`src/rtl/spi_frame_avalon_bridge_pkg.sv`:
```
`default_nettype none
// ============================================================================
// spi_frame_avalon_bridge_pkg : shared types and frame-format constants
// Rev 1.0
// ============================================================================
package spi_frame_avalon_bridge_pkg;

    typedef enum logic [2:0] {
        ST_IDLE  = 3'd0,
        ST_RECV  = 3'd1,
        ST_WRITE = 3'd2,
        ST_READ  = 3'd3,
        ST_DONE  = 3'd4
    } state_t;

    localparam int HDR_LEN       = 1;
    localparam int REC_LEN       = 6;
    localparam int REC_REG_OFS   = 0;
    localparam int REC_MOTOR_OFS = 1;
    localparam int REC_DATA_OFS  = 2;

    // Status registers polled per motor, in read-back order
    function automatic logic [7:0] rd_reg_id(input logic [2:0] idx);
        case (idx)
            3'd0:    rd_reg_id = 8'h0B;
            3'd1:    rd_reg_id = 8'h0C;
            3'd2:    rd_reg_id = 8'h0E;
            3'd3:    rd_reg_id = 8'h0D;
            3'd4:    rd_reg_id = 8'h0F;
            default: rd_reg_id = 8'h00;
        endcase
    endfunction

endpackage
`default_nettype wire

```
`src/rtl/spi_frame_avalon_bridge_avalon_seq_master.sv`:
```
`default_nettype none
// ============================================================================
// spi_frame_avalon_bridge_avalon_seq_master : single-transfer Avalon-MM master
// Rev 1.0
// ============================================================================
module spi_frame_avalon_bridge_avalon_seq_master (
    input  logic        clk,
    input  logic        rst,
    input  logic        start,
    input  logic        is_read,
    input  logic [15:0] cmd_address,
    input  logic [31:0] cmd_writedata,
    output logic [15:0] av_address,
    output logic        av_write,
    output logic [31:0] av_writedata,
    output logic        av_read,
    input  logic [31:0] av_readdata,
    input  logic        av_waitrequest,
    output logic        done,
    output logic [31:0] rdata
);

    always_ff @(posedge clk or posedge rst) begin
        if (rst) begin
            av_address   <= '0;
            av_write     <= 1'b0;
            av_writedata <= '0;
            av_read      <= 1'b0;
            done         <= 1'b0;
            rdata        <= '0;
        end else begin
            done <= 1'b0;
            if (av_write || av_read) begin
                // Command is held untouched until the slave stops stalling
                if (!av_waitrequest) begin
                    av_write <= 1'b0;
                    av_read  <= 1'b0;
                    done     <= 1'b1;
                    if (av_read) begin
                        rdata <= av_readdata;
                    end
                end
            end else if (start) begin
                av_address   <= cmd_address;
                av_writedata <= cmd_writedata;
                av_write     <= ~is_read;
                av_read      <= is_read;
            end
        end
    end

endmodule
`default_nettype wire

```
`src/rtl/spi_frame_avalon_bridge.sv`:
```
`default_nettype none
// ============================================================================
// spi_frame_avalon_bridge : SPI frame capture -> Avalon writes -> status readback
// Rev 1.0
// ============================================================================
module spi_frame_avalon_bridge
    import spi_frame_avalon_bridge_pkg::*;
#(
    parameter int NUM_MOTORS  = 4,
    parameter int MAX_RECORDS = 13,
    parameter int RD_REGS     = 5
) (
    input  logic        iCLK,
    input  logic        iRESET,
    input  logic        iFRAME_ACTIVE,
    input  logic [7:0]  iRX_BYTE,
    input  logic        iRX_VALID,
    output logic [15:0] oAV_ADDRESS,
    output logic        oAV_WRITE,
    output logic [31:0] oAV_WRITEDATA,
    output logic        oAV_READ,
    input  logic [31:0] iAV_READDATA,
    input  logic        iAV_WAITREQUEST,
    input  logic [6:0]  iTX_INDEX,
    output logic [7:0]  oTX_BYTE,
    output logic        oTX_READY,
    output logic        oBUSY,
    output logic [7:0]  oERR_CNT
);

    localparam int RX_DEPTH = HDR_LEN + REC_LEN * MAX_RECORDS;
    localparam int CNT_W    = $clog2(RX_DEPTH + 1);
    localparam int TX_WORDS = NUM_MOTORS * RD_REGS;
    localparam int TX_BYTES = 4 * TX_WORDS;
    localparam int TXW_W    = $clog2(TX_WORDS);

    state_t             state;
    logic               frame_q;
    logic [7:0]         rx_mem [RX_DEPTH];
    logic [31:0]        tx_word [TX_WORDS];
    logic [CNT_W-1:0]   rx_cnt;
    logic               rx_ovf;
    logic [7:0]         rec_idx;
    logic [7:0]         motor;
    logic [2:0]         reg_idx;
    logic               pending;
    logic               start;
    logic               is_read;
    logic [15:0]        cmd_address;
    logic [31:0]        cmd_writedata;
    logic               seq_done;
    logic [31:0]        seq_rdata;

    logic               w_rise;
    logic               w_fall;
    logic               w_store;
    logic               w_ovf_final;
    logic [CNT_W-1:0]   w_cnt_final;
    logic [15:0]        w_expect_len;
    logic               w_frame_ok;
    logic [CNT_W-1:0]   w_base;
    logic [15:0]        w_rec_addr;
    logic [31:0]        w_rec_data;
    logic               w_last_rec;
    logic               w_last_rd;
    logic [TXW_W-1:0]   w_tx_sel;
    logic [TXW_W-1:0]   w_rd_word;

    assign w_rise  = iFRAME_ACTIVE & ~frame_q;
    assign w_fall  = ~iFRAME_ACTIVE & frame_q;
    assign w_store = (state == ST_RECV) && iRX_VALID && (rx_cnt < CNT_W'(RX_DEPTH));

    // Count and overflow include a byte arriving on the same cycle as the falling edge
    assign w_cnt_final  = rx_cnt + CNT_W'(w_store);
    assign w_ovf_final  = rx_ovf | ((state == ST_RECV) && iRX_VALID && (rx_cnt == CNT_W'(RX_DEPTH)));
    assign w_expect_len = 16'(REC_LEN) * {8'd0, rx_mem[0]} + 16'(HDR_LEN);
    assign w_frame_ok   = !w_ovf_final && (rx_mem[0] >= 8'd1) && (rx_mem[0] <= 8'(MAX_RECORDS))
                          && (w_expect_len == 16'(w_cnt_final));

    assign w_base     = CNT_W'(HDR_LEN) + CNT_W'(REC_LEN) * CNT_W'(rec_idx);
    assign w_rec_addr = {rx_mem[w_base + CNT_W'(REC_REG_OFS)], rx_mem[w_base + CNT_W'(REC_MOTOR_OFS)]};
    assign w_rec_data = {rx_mem[w_base + CNT_W'(REC_DATA_OFS)],     rx_mem[w_base + CNT_W'(REC_DATA_OFS + 1)],
                         rx_mem[w_base + CNT_W'(REC_DATA_OFS + 2)], rx_mem[w_base + CNT_W'(REC_DATA_OFS + 3)]};
    assign w_last_rec = (rec_idx == rx_mem[0] - 8'd1);
    assign w_last_rd  = (reg_idx == 3'(RD_REGS - 1)) && (motor == 8'(NUM_MOTORS - 1));
    assign w_tx_sel   = TXW_W'(int'(motor) * RD_REGS + int'(reg_idx));
    assign w_rd_word  = TXW_W'(iTX_INDEX >> 2);

    assign oBUSY = (state == ST_WRITE) || (state == ST_READ);

    always_ff @(posedge iCLK or posedge iRESET) begin
        if (iRESET) begin
            state         <= ST_IDLE;
            frame_q       <= 1'b0;
            rx_cnt        <= '0;
            rx_ovf        <= 1'b0;
            rec_idx       <= '0;
            motor         <= '0;
            reg_idx       <= '0;
            pending       <= 1'b0;
            start         <= 1'b0;
            is_read       <= 1'b0;
            cmd_address   <= '0;
            cmd_writedata <= '0;
            oTX_READY     <= 1'b0;
            oERR_CNT      <= '0;
        end else begin
            frame_q   <= iFRAME_ACTIVE;
            start     <= 1'b0;
            oTX_READY <= 1'b0;
            if (w_rise && oBUSY && (oERR_CNT != 8'hFF)) begin
                oERR_CNT <= oERR_CNT + 8'd1;
            end
            case (state)
                ST_IDLE: begin
                    if (w_rise) begin
                        state  <= ST_RECV;
                        rx_cnt <= '0;
                        rx_ovf <= 1'b0;
                    end
                end
                ST_RECV: begin
                    rx_cnt <= w_cnt_final;
                    rx_ovf <= w_ovf_final;
                    if (w_fall) begin
                        if (w_frame_ok) begin
                            state   <= ST_WRITE;
                            rec_idx <= '0;
                            pending <= 1'b0;
                        end else begin
                            state <= ST_IDLE;
                            if (oERR_CNT != 8'hFF) begin
                                oERR_CNT <= oERR_CNT + 8'd1;
                            end
                        end
                    end
                end
                ST_WRITE: begin
                    if (!pending) begin
                        start         <= 1'b1;
                        is_read       <= 1'b0;
                        cmd_address   <= w_rec_addr;
                        cmd_writedata <= w_rec_data;
                        pending       <= 1'b1;
                    end else if (seq_done) begin
                        pending <= 1'b0;
                        if (w_last_rec) begin
                            state   <= ST_READ;
                            motor   <= '0;
                            reg_idx <= '0;
                        end else begin
                            rec_idx <= rec_idx + 8'd1;
                        end
                    end
                end
                ST_READ: begin
                    if (!pending) begin
                        start         <= 1'b1;
                        is_read       <= 1'b1;
                        cmd_address   <= {rd_reg_id(reg_idx), motor};
                        cmd_writedata <= '0;
                        pending       <= 1'b1;
                    end else if (seq_done) begin
                        pending <= 1'b0;
                        if (w_last_rd) begin
                            state     <= ST_DONE;
                            oTX_READY <= 1'b1;
                        end else if (reg_idx == 3'(RD_REGS - 1)) begin
                            reg_idx <= '0;
                            motor   <= motor + 8'd1;
                        end else begin
                            reg_idx <= reg_idx + 3'd1;
                        end
                    end
                end
                ST_DONE: begin
                    state  <= w_rise ? ST_RECV : ST_IDLE;
                    rx_cnt <= '0;
                    rx_ovf <= 1'b0;
                end
                default: state <= ST_IDLE;
            endcase
        end
    end

    // Frame and readback storage are deliberately left out of reset
    always_ff @(posedge iCLK) begin
        if (w_store) begin
            rx_mem[rx_cnt] <= iRX_BYTE;
        end
        if ((state == ST_READ) && pending && seq_done) begin
            tx_word[w_tx_sel] <= seq_rdata;
        end
    end

    always_ff @(posedge iCLK or posedge iRESET) begin
        if (iRESET) begin
            oTX_BYTE <= '0;
        end else if (iTX_INDEX < 7'(TX_BYTES)) begin
            case (iTX_INDEX[1:0])
                2'd0:    oTX_BYTE <= tx_word[w_rd_word][31:24];
                2'd1:    oTX_BYTE <= tx_word[w_rd_word][23:16];
                2'd2:    oTX_BYTE <= tx_word[w_rd_word][15:8];
                default: oTX_BYTE <= tx_word[w_rd_word][7:0];
            endcase
        end else begin
            oTX_BYTE <= '0;
        end
    end

    spi_frame_avalon_bridge_avalon_seq_master u_seq (
        .clk            (iCLK),
        .rst            (iRESET),
        .start          (start),
        .is_read        (is_read),
        .cmd_address    (cmd_address),
        .cmd_writedata  (cmd_writedata),
        .av_address     (oAV_ADDRESS),
        .av_write       (oAV_WRITE),
        .av_writedata   (oAV_WRITEDATA),
        .av_read        (oAV_READ),
        .av_readdata    (iAV_READDATA),
        .av_waitrequest (iAV_WAITREQUEST),
        .done           (seq_done),
        .rdata          (seq_rdata)
    );

endmodule
`default_nettype wire

```
`config.mk`:
```
export PLATFORM = sky130hd
export DESIGN_NAME = spi_frame_avalon_bridge
export DESIGN_NICKNAME = d
export VERILOG_FILES = /design/src/rtl/spi_frame_avalon_bridge_pkg.sv /design/src/rtl/spi_frame_avalon_bridge_avalon_seq_master.sv /design/src/rtl/spi_frame_avalon_bridge.sv
export SDC_FILE = /design/constraint.sdc
export NUM_CORES = 2
export LEC_CHECK = 0
export ABC_AREA = 1
export CAP_MARGIN = 20
export CELL_PAD_IN_SITES_DETAIL_PLACEMENT = 2
export CELL_PAD_IN_SITES_GLOBAL_PLACEMENT = 2
export CORE_ASPECT_RATIO = 2
export CORE_UTILIZATION = 42
export CTS_BUF_LIST = sky130_fd_sc_hd__clkbuf_4 sky130_fd_sc_hd__clkbuf_8 sky130_fd_sc_hd__clkbuf_16
export DETAILED_ROUTE_END_ITERATION = 8
export GPL_ROUTABILITY_DRIVEN = 0
export PLACE_DENSITY_LB_ADDON = 0.1
export SLEW_MARGIN = 5
export SYNTH_ARGS = -nofsm -noshare
export SYNTH_HDL_FRONTEND = slang
export SYNTH_HIERARCHICAL = 1
export SYNTH_SLANG_ARGS = --single-unit
```
`constraint.sdc`:
```
create_clock -name iCLK -period 5.5 [get_ports iCLK]
set_clock_uncertainty 0.2 [all_clocks]
set_input_delay 1.1 -clock iCLK [delete_from_list [all_inputs] [get_ports iCLK]]
set_output_delay 1.1 -clock iCLK [all_outputs]
set_load 0.01 [all_outputs]
```
## After elaboration in Yosys (flattened, before gate mapping)

Memory sizes are Yosys's and may differ from the RTL's.
Index checks and enable logic that the tools add are counted.
Widths: inputs -> output; s select.

| storage, ports and cells | value |
|---|---|
| bits of input ports | 52 |
| output and inout bits | 68 |
| ROM bits | 0 |
| memories kept | 2 |
| bits in writable memories | 1,272 |
| latch bits | 0 |
| logic and storage cells | 191 |
| bits in registers | 182 |

Memories:

| name | words | width | read ports | clocked after memory_dff | wr ports | line | RTL |
|---|---|---|---|---|---|---|---|
| tx_word | 20 | 32 | 1 | 0 | 1 | spi_frame_avalon_bridge.sv:40 | `logic [31:0] tx_word [TX_WORDS];` |
| rx_mem | 79 | 8 | 7 | 0 | 1 | spi_frame_avalon_bridge.sv:39 | `logic [7:0] rx_mem [RX_DEPTH];` |

| cells by class | value |
|---|---|
| shifts and indexed selects | 0 |
| mux-type cells | 76 |
| multipliers | 3 |
| add/sub/neg operators | 14 |
| divide/modulo/power cells | 0 |
| reductions and logical operators | 33 |
| $lt $le $gt $ge | 4 |
| bitwise operators | 8 |
| equal/unequal tests | 30 |

Operators with widths:

| operator | number |
|---|---|
| $mux 8 | 18 |
| $mux 32 | 2 |
| $pmux 32 s2 | 1 |
| $mux 3 | 15 |
| $mux 16 | 2 |
| $pmux 16 s2 | 1 |
| $pmux 8 s2 | 2 |
| $ne 2x2->1 const B | 13 |
| $mux 1 | 25 |
| $add 8x1->8 const B | 3 |
| $pmux 8 s3 | 1 |
| $pmux 7 s3 | 1 |
| $pmux 4 s5 | 1 |
| $reduce_and 8->1 | 2 |
| $pmux 3 s5 | 1 |
| $add 7x2->7 const B | 2 |
| $add 7x3->7 const B | 2 |
| $lt 7x7->1 const B | 2 |
| $add 11x1->12 const B | 1 |
| $eq 12x7->1 | 1 |
| $eq 3x2->1 const B | 4 |
| $logic_and 1x1->1 | 11 |
| $mul 2x8->10 const A | 1 |
| $reduce_and 3->1 | 3 |
| 37 further kinds | 53 |

## Depth between registers and ports, before layout

| depth | value |
|---|---|
| depth after elaboration | 11 |
| gate-level depth with buffers | 25 |
| gate-level depth less buffers | 24 |

## Hierarchy

Netlist, hierarchy kept.

Modules (own cells, without submodules):

| module | times used | cells each | area each (µm²) | sequential area each (µm²) |
|---|---|---|---|---|
| spi_frame_avalon_bridge | 1 | 6,242 | 64,694.5 | 40,674.0 |
| spi_frame_avalon_bridge_avalon_seq_master | 1 | 361 | 3,284.4 | 2,077.0 |

## Worst setup path before layout

No wires, ideal clock.

| path | value |
|---|---|
| path type | reg-to-reg |
| from | reg motor[1] |
| to | mem tx_word[10][0] (enable) |
| setup time | 0.421 ns |
| clock period less this slack | 3.934 ns |
| required time | 4.879 ns |
| path buffers | 0 |
| setup slack | 1.566 ns |
| stages on the path, launching flop included | 11 |
| arrival | 3.313 ns |
| path through | dfrtp_1 -> ha_1 -> ha_1 -> ha_1 -> nand2_1 -> nor2_1 -> a211oi_1 -> xor2_1 -> inv_1 -> nand3_1 -> nor2_1 |

| on the way | value |
|---|---|
| cells in the longest elaborated chain, start to end | 2 |

Ends and longest elaborated chain:

| what | line | RTL |
|---|---|---|
| from (decl) | spi_frame_avalon_bridge.sv:44 | `logic [7:0] motor;` |
| from (signal assigned) | spi_frame_avalon_bridge.sv:170 | `motor <= motor + 8'd1;` |
| $mul 8x3->5 | spi_frame_avalon_bridge.sv:86 | `assign w_tx_sel = TXW_W'(int'(motor) * RD_REGS + int'(reg_idx));` |
| $add 5x3->5 | spi_frame_avalon_bridge.sv:86 |  |
| to (decl) | spi_frame_avalon_bridge.sv:40 |  |

No other way between the ends.

## Final worst setup path

| path | value |
|---|---|
| from | reg rec_idx[0] |
| to | reg cmd_writedata[21] |

| on the way | value |
|---|---|
| cells in the longest elaborated chain, start to end | 6 |

Ends and longest elaborated chain:

| what | line | RTL |
|---|---|---|
| from (decl) | spi_frame_avalon_bridge.sv:43 | `logic [7:0] rec_idx;` |
| from (signal assigned) | spi_frame_avalon_bridge.sv:152 | `rec_idx <= rec_idx + 8'd1;` |
| $mul 2x7->6 | spi_frame_avalon_bridge.sv:80 | `assign w_base = CNT_W'(HDR_LEN) + CNT_W'(REC_LEN) * CNT_W'(rec_idx);` |
| $add 1x7->7 | spi_frame_avalon_bridge.sv:80 |  |
| $add 7x2->7 | spi_frame_avalon_bridge.sv:82 | `assign w_rec_data = {rx_mem[w_base + CNT_W'(REC_DATA_OFS)], rx_mem[w_base + CNT_W'(REC_DATA_OFS + 1)],` |
| $mem_v2 79x8 | - |  |
| $mux 32 | spi_frame_avalon_bridge.sv:139 | `if (!pending) begin` |
| $pmux 32 s2 | spi_frame_avalon_bridge.sv:114 | `case (state)` |
| to (signal assigned) | spi_frame_avalon_bridge.sv:143 | `cmd_writedata <= w_rec_data;` |
| to (decl) | spi_frame_avalon_bridge.sv:50 | `logic [31:0] cmd_writedata;` |

No other way between the ends. The select of a mux whose other input is x is not followed.
A chain may end at the register's enable or synchronous reset.

==> impl_table.tex <==
\begin{tabular}{lr}
\hline
Metric & Value \\
\hline
\multicolumn{2}{l}{\textbf{Run status}} \\
Outcome & complete, no violations \\
\multicolumn{2}{l}{\textbf{Die}} \\
I/O pin count & 120 \\
Height of the die & between 500 and 600 um \\
Full die area & $\sim$160000 um\^{}2 \\
CORE AREA & 161000 um\^{}2 \\
Num rows & 208 \\
Overall die width & 286 um \\
Starting utilization of the core area & 0.423 \\
\multicolumn{2}{l}{\textbf{Clock network}} \\
Clock latency on the worst-skew pair & 0.80 ns \\
Cell at the root of the clock tree & sky130\_fd\_sc\_hd\_\_clkbuf\_16 \\
Buffer depth of the longest clock path & 4 \\
Number of buffers created by CTS & 150 \\
Number of gates given a new drive strength after cts & 0 \\
Number of clock sinks seen by CTS & 1454 \\
Clock slew at reported path FFs & about 0.060 ns \\
Setup repair bufs after CTS & 0 \\
Total number of H-tree levels & 4 \\
Hold-fix buffers, CTS & 0 \\
Clock tree from TritonCTS & yes \\
\multicolumn{2}{l}{\textbf{Power}} \\
LEAKAGE & 28.3 nW \\
Post-route total power & 0.0246 W \\
Net switching power of the design & approximately 0.006 W \\
Switching fraction of total power & 0.243 \\
Worst-case vdd ir drop & 0.000268 V \\
Power share of the sequential group & 0.508 \\
Combinational share of power & 0.067 \\
Power per cell area & 320 nW/um\^{}2 \\
Total internal power & 0.0186 W \\
Power share of the clock group & 0.425 \\
\multicolumn{2}{l}{\textbf{Timing}} \\
Portion of the clock cycle consumed by the worst path in the final layout & 0.911 \\
Final setup slack of the worst path & 0.488 ns \\
Final setup fails & 0 \\
Unrepaired setup endpoints after global routing & false \\
Min cycle time layout & 5.01 ns \\
Final Hold Viols & 0 \\
Worst-Margin Slew & 1.25 ns \\
Peak Freq & 200 MHz \\
Final-layout worst hold slack & 0.272 ns \\
Total Negative Setup Slacks & 0 ns \\
Final count of pins violating max slew & 0 \\
Tightest slew margin relative to the limit & 0.161 \\
\multicolumn{2}{l}{\textbf{Route}} \\
WL/cell & 35.0 um \\
Starting DRT DRC Count & $\sim$3800 \\
Total iterations of the first detailed-routing run & 6 \\
Total wirelength of the detailed-routed design & approximately 310 mm \\
Number of design rule violations left after detail routing & 0 \\
Post-DR vias/cell & approximately 6.3 \\
Residual antenna-violating net count after detailed routing & 0 \\
Via count & 55651 \\
\multicolumn{2}{l}{\textbf{Critical path}} \\
Critical path fanouts, max & 23 \\
Critical Path AT & 5.49 ns \\
Cell-by-cell listing of the critical path & ha\_1 > fa\_2 > nand2\_1 > inv\_2 > nor2\_2 > inv\_2 > nand2\_1 > nand2\_2 > inv\_2 > buf\_4 > o31ai\_1 > o211ai\_1 > nand3\_1 > nand2\_1 > nand2\_1 \\
Endpoint required time on the critical path & 5.98 ns \\
Start point of the critical path & rec\_idx[0] \\
Start of the worst register-to-register path & rec\_idx[0] \\
Classification of the worst setup path & flop to flop \\
Type of origin of the critical path & flop \\
Crit-path max cell delay & 0.83 ns \\
R2r worst-path depth & 15 \\
Critical Path Sink Type & flop \\
Slowest stage cell, crit path & sky130\_fd\_sc\_hd\_\_o211ai\_1 \\
CP dominant cell by count & sky130\_fd\_sc\_hd\_\_nand2\_1 \\
\multicolumn{2}{l}{\textbf{Yosys}} \\
Yosys warnings & 6 \\
Cell count after synthesis & 6603 \\
Post-Synthesis Net Count & 6703 \\
Share of synthesized registers carrying an async set or reset & 0.125 \\
Number of storage elements in the synthesis netlist & 1454 \\
Unique cell type count in the Yosys netlist & about 70 \\
Number of enable-type register cells in the synthesized netlist & 1272 \\
Avg Synthesized Cell Area & between 10 and 15 um\^{}2 \\
Most used DFF post-synth & sky130\_fd\_sc\_hd\_\_edfxtp\_1 \\
Cell area after technology mapping & 68000 um\^{}2 \\
Fraction of the yosys area taken by sequential cells & 0.629 \\
\multicolumn{2}{l}{\textbf{Placement}} \\
Minimum setup slack after placement & $\sim$0.87 ns \\
HPWL Detailed & approximately 210 mm \\
Number of buffers inserted by port buffering & 119 \\
\multicolumn{2}{l}{\textbf{Worst hold path}} \\
Worst min path class & flop to flop \\
Number of cells traversed by the worst hold path & 2 \\
Hold Path Origin & u\_seq/av\_writedata[6] \\
\multicolumn{2}{l}{\textbf{Run}} \\
Total of max-cap violations & 0 \\
\multicolumn{2}{l}{\textbf{GRT}} \\
Number of antenna violations at the first check in global routing & 5 \\
Maximum number of pins on one net before global-route repair & 119 \\
Via count of the first global-routing pass & $\sim$61000 \\
Global-route wire length before repair & 440 mm \\
Global-route total usage across every layer & 0.379 \\
Global-route congestion overflow total & 0 \\
\multicolumn{2}{l}{\textbf{Cells and area}} \\
Area growth from synthesis to final layout & 13.4\% \\
Share of final-layout standard cells stronger than drive strength 1 & 0.0933 \\
Net total in the final layout & 6783 \\
Final core utilization & 0.480 \\
\hline
\end{tabular}
==> placed cells by master, fill, tap and decap left out, types with 12 or more instances in the layout <==
master / netlist / final
sky130_fd_sc_hd__nand2_2: 13 / 12
sky130_fd_sc_hd__ha_1: 45 / 43
sky130_fd_sc_hd__edfxtp_1: 1272 / 1272
sky130_fd_sc_hd__clkbuf_4: 0 / 33
sky130_fd_sc_hd__o22ai_1: 304 / 304
sky130_fd_sc_hd__nor2_1: 606 / 584
sky130_fd_sc_hd__buf_4: 15 / 228
sky130_fd_sc_hd__nand2_1: 1494 / 1491
sky130_fd_sc_hd__a21oi_1: 258 / 258
sky130_fd_sc_hd__dfrtp_1: 182 / 180
sky130_fd_sc_hd__inv_1: 233 / 231
sky130_fd_sc_hd__nand3_1: 516 / 516
sky130_fd_sc_hd__buf_12: 0 / 29
sky130_fd_sc_hd__mux2i_1: 56 / 56
sky130_fd_sc_hd__nand4_1: 19 / 19
sky130_fd_sc_hd__clkinv_2: 0 / 18
sky130_fd_sc_hd__o21ai_1: 29 / 30
sky130_fd_sc_hd__nor3_1: 13 / 13
sky130_fd_sc_hd__a32o_1: 22 / 22
sky130_fd_sc_hd__xor2_1: 19 / 19
sky130_fd_sc_hd__clkbuf_16: 0 / 151
sky130_fd_sc_hd__a21boi_0: 24 / 22
sky130_fd_sc_hd__o211ai_1: 149 / 149
sky130_fd_sc_hd__buf_2: 214 / 13
sky130_fd_sc_hd__o21ai_0: 634 / 633
sky130_fd_sc_hd__o221ai_1: 44 / 44
sky130_fd_sc_hd__clkinv_1: 10 / 31
sky130_fd_sc_hd__a211oi_1: 14 / 13
sky130_fd_sc_hd__clkdlybuf4s50_1: 0 / 106
sky130_fd_sc_hd__o31ai_1: 19 / 19
sky130_fd_sc_hd__nor2_4: 1 / 24
sky130_fd_sc_hd__inv_2: 21 / 21
sky130_fd_sc_hd__bufinv_16: 0 / 16
sky130_fd_sc_hd__a22oi_1: 14 / 14
==> path summary, 6_finish.rpt <==
kind                                         end  slack, ns
setup / recovery               cmd_writedata[21]       0.49
hold / removal             u_seq/av_writedata[6]       0.27
setup reg to reg               cmd_writedata[21]       0.49
hold reg to reg            u_seq/av_writedata[6]       0.27
max in group asynchronous      cmd_writedata[23]       3.32
min in group asynchronous            oERR_CNT[0]       0.71
==> power by group through the flow <==
stage          Clock [W]  Sequential [W]  Combinational [W]
2_1_floorplan          0          0.0126           0.000849
3_3_place_gp           0          0.0127            0.00158
3_5_place_dp           0          0.0127            0.00163
4_1_cts           0.0106          0.0125            0.00165
5_1_grt           0.0109          0.0125            0.00176
6_report          0.0105          0.0125            0.00166
==> flip-flops by register name, indices dropped and copies added, names as in the netlist, 3 cells and up <==
register	cells
u_seq/rdata	32
u_seq/av_writedata	32
state	3
rx_cnt	7
reg_idx	3
motor	8
rx_mem	632
oERR_CNT	8
cmd_writedata	32
tx_word	640
rec_idx	8
cmd_address	16
oTX_BYTE	8
u_seq/av_address	16
==> synth_stat cells (56+ instances only) <==
| master | n | area, um^2 |
|---|---|---|
| sky130_fd_sc_hd__mux2i_1 | 56 | 561 |
| sky130_fd_sc_hd__nand3_1 | 516 | 2580 |
| sky130_fd_sc_hd__clkbuf_1 | 179 | 672 |
| sky130_fd_sc_hd__dfrtp_1 | 182 | 4550 |
| sky130_fd_sc_hd__nor2_1 | 606 | 2270 |
| sky130_fd_sc_hd__inv_1 | 233 | 875 |
| sky130_fd_sc_hd__edfxtp_1 | 1272 | 38200 |
| sky130_fd_sc_hd__o21ai_0 | 634 | 3170 |
| sky130_fd_sc_hd__o22ai_1 | 304 | 1900 |
| sky130_fd_sc_hd__o211ai_1 | 149 | 1120 |
| sky130_fd_sc_hd__buf_2 | 214 | 1070 |
| sky130_fd_sc_hd__a21oi_1 | 258 | 1290 |
| sky130_fd_sc_hd__nand2_1 | 1494 | 5610 |
==> per-stage QoR <==
stage,instance area (um^2),std cells
after floorplan,68000,6603
after global placement,72200,8624
after detailed placement,72200,8624
after CTS,77000,8877
after global routing,77100,8885
final,77100,8885
==> critical path: cells and delay by family (launching register included) <==
kind	cells	cell delay, ns
buf+inv	4	1.20
compound gates	2	0.92
flops	1	0.57
fa+ha+maj	2	0.68
simple gates	7	1.32
==> routing by layer <==
metal,wire (um),part of all wire,vias to the layer above,GRT usage
li1,-,-,23713,-
met2,163000,0.52,2091,0.689
met3,14900,0.048,1050,0.0578
met1,97400,0.31,28793,0.354
met5,28,0.000090,-,0
met4,35600,0.11,4,0.369
==> area by class of cell <==
class                   instances  area [um^2]
fillers                     16507        83500
repair buffers                382         3470
multi-input cells            4426        22400
clock buffers                 183         4040
flip-flops and latches       1454        42800
well taps                    2100         2630
clock inverters                70          781
diodes                          1         2.50
inverters                     269         1040
==> kinds of logic after synthesis <==
logic type | Yosys count | share of synthesized area
AND/OR/NAND/NOR | 2713 | 0.164
AO/OA/AOI/OAI | 1573 | 0.137
flip-flops | 1454 | 0.629
buffers and inverters | 723 | 0.0462
multiplexers | 56 | 0.00825
adder cells (fa/ha/maj) | 48 | 0.00917
XOR/XNOR | 36 | 0.00591
No activity file was read; power rests on OpenSTA's default activity.
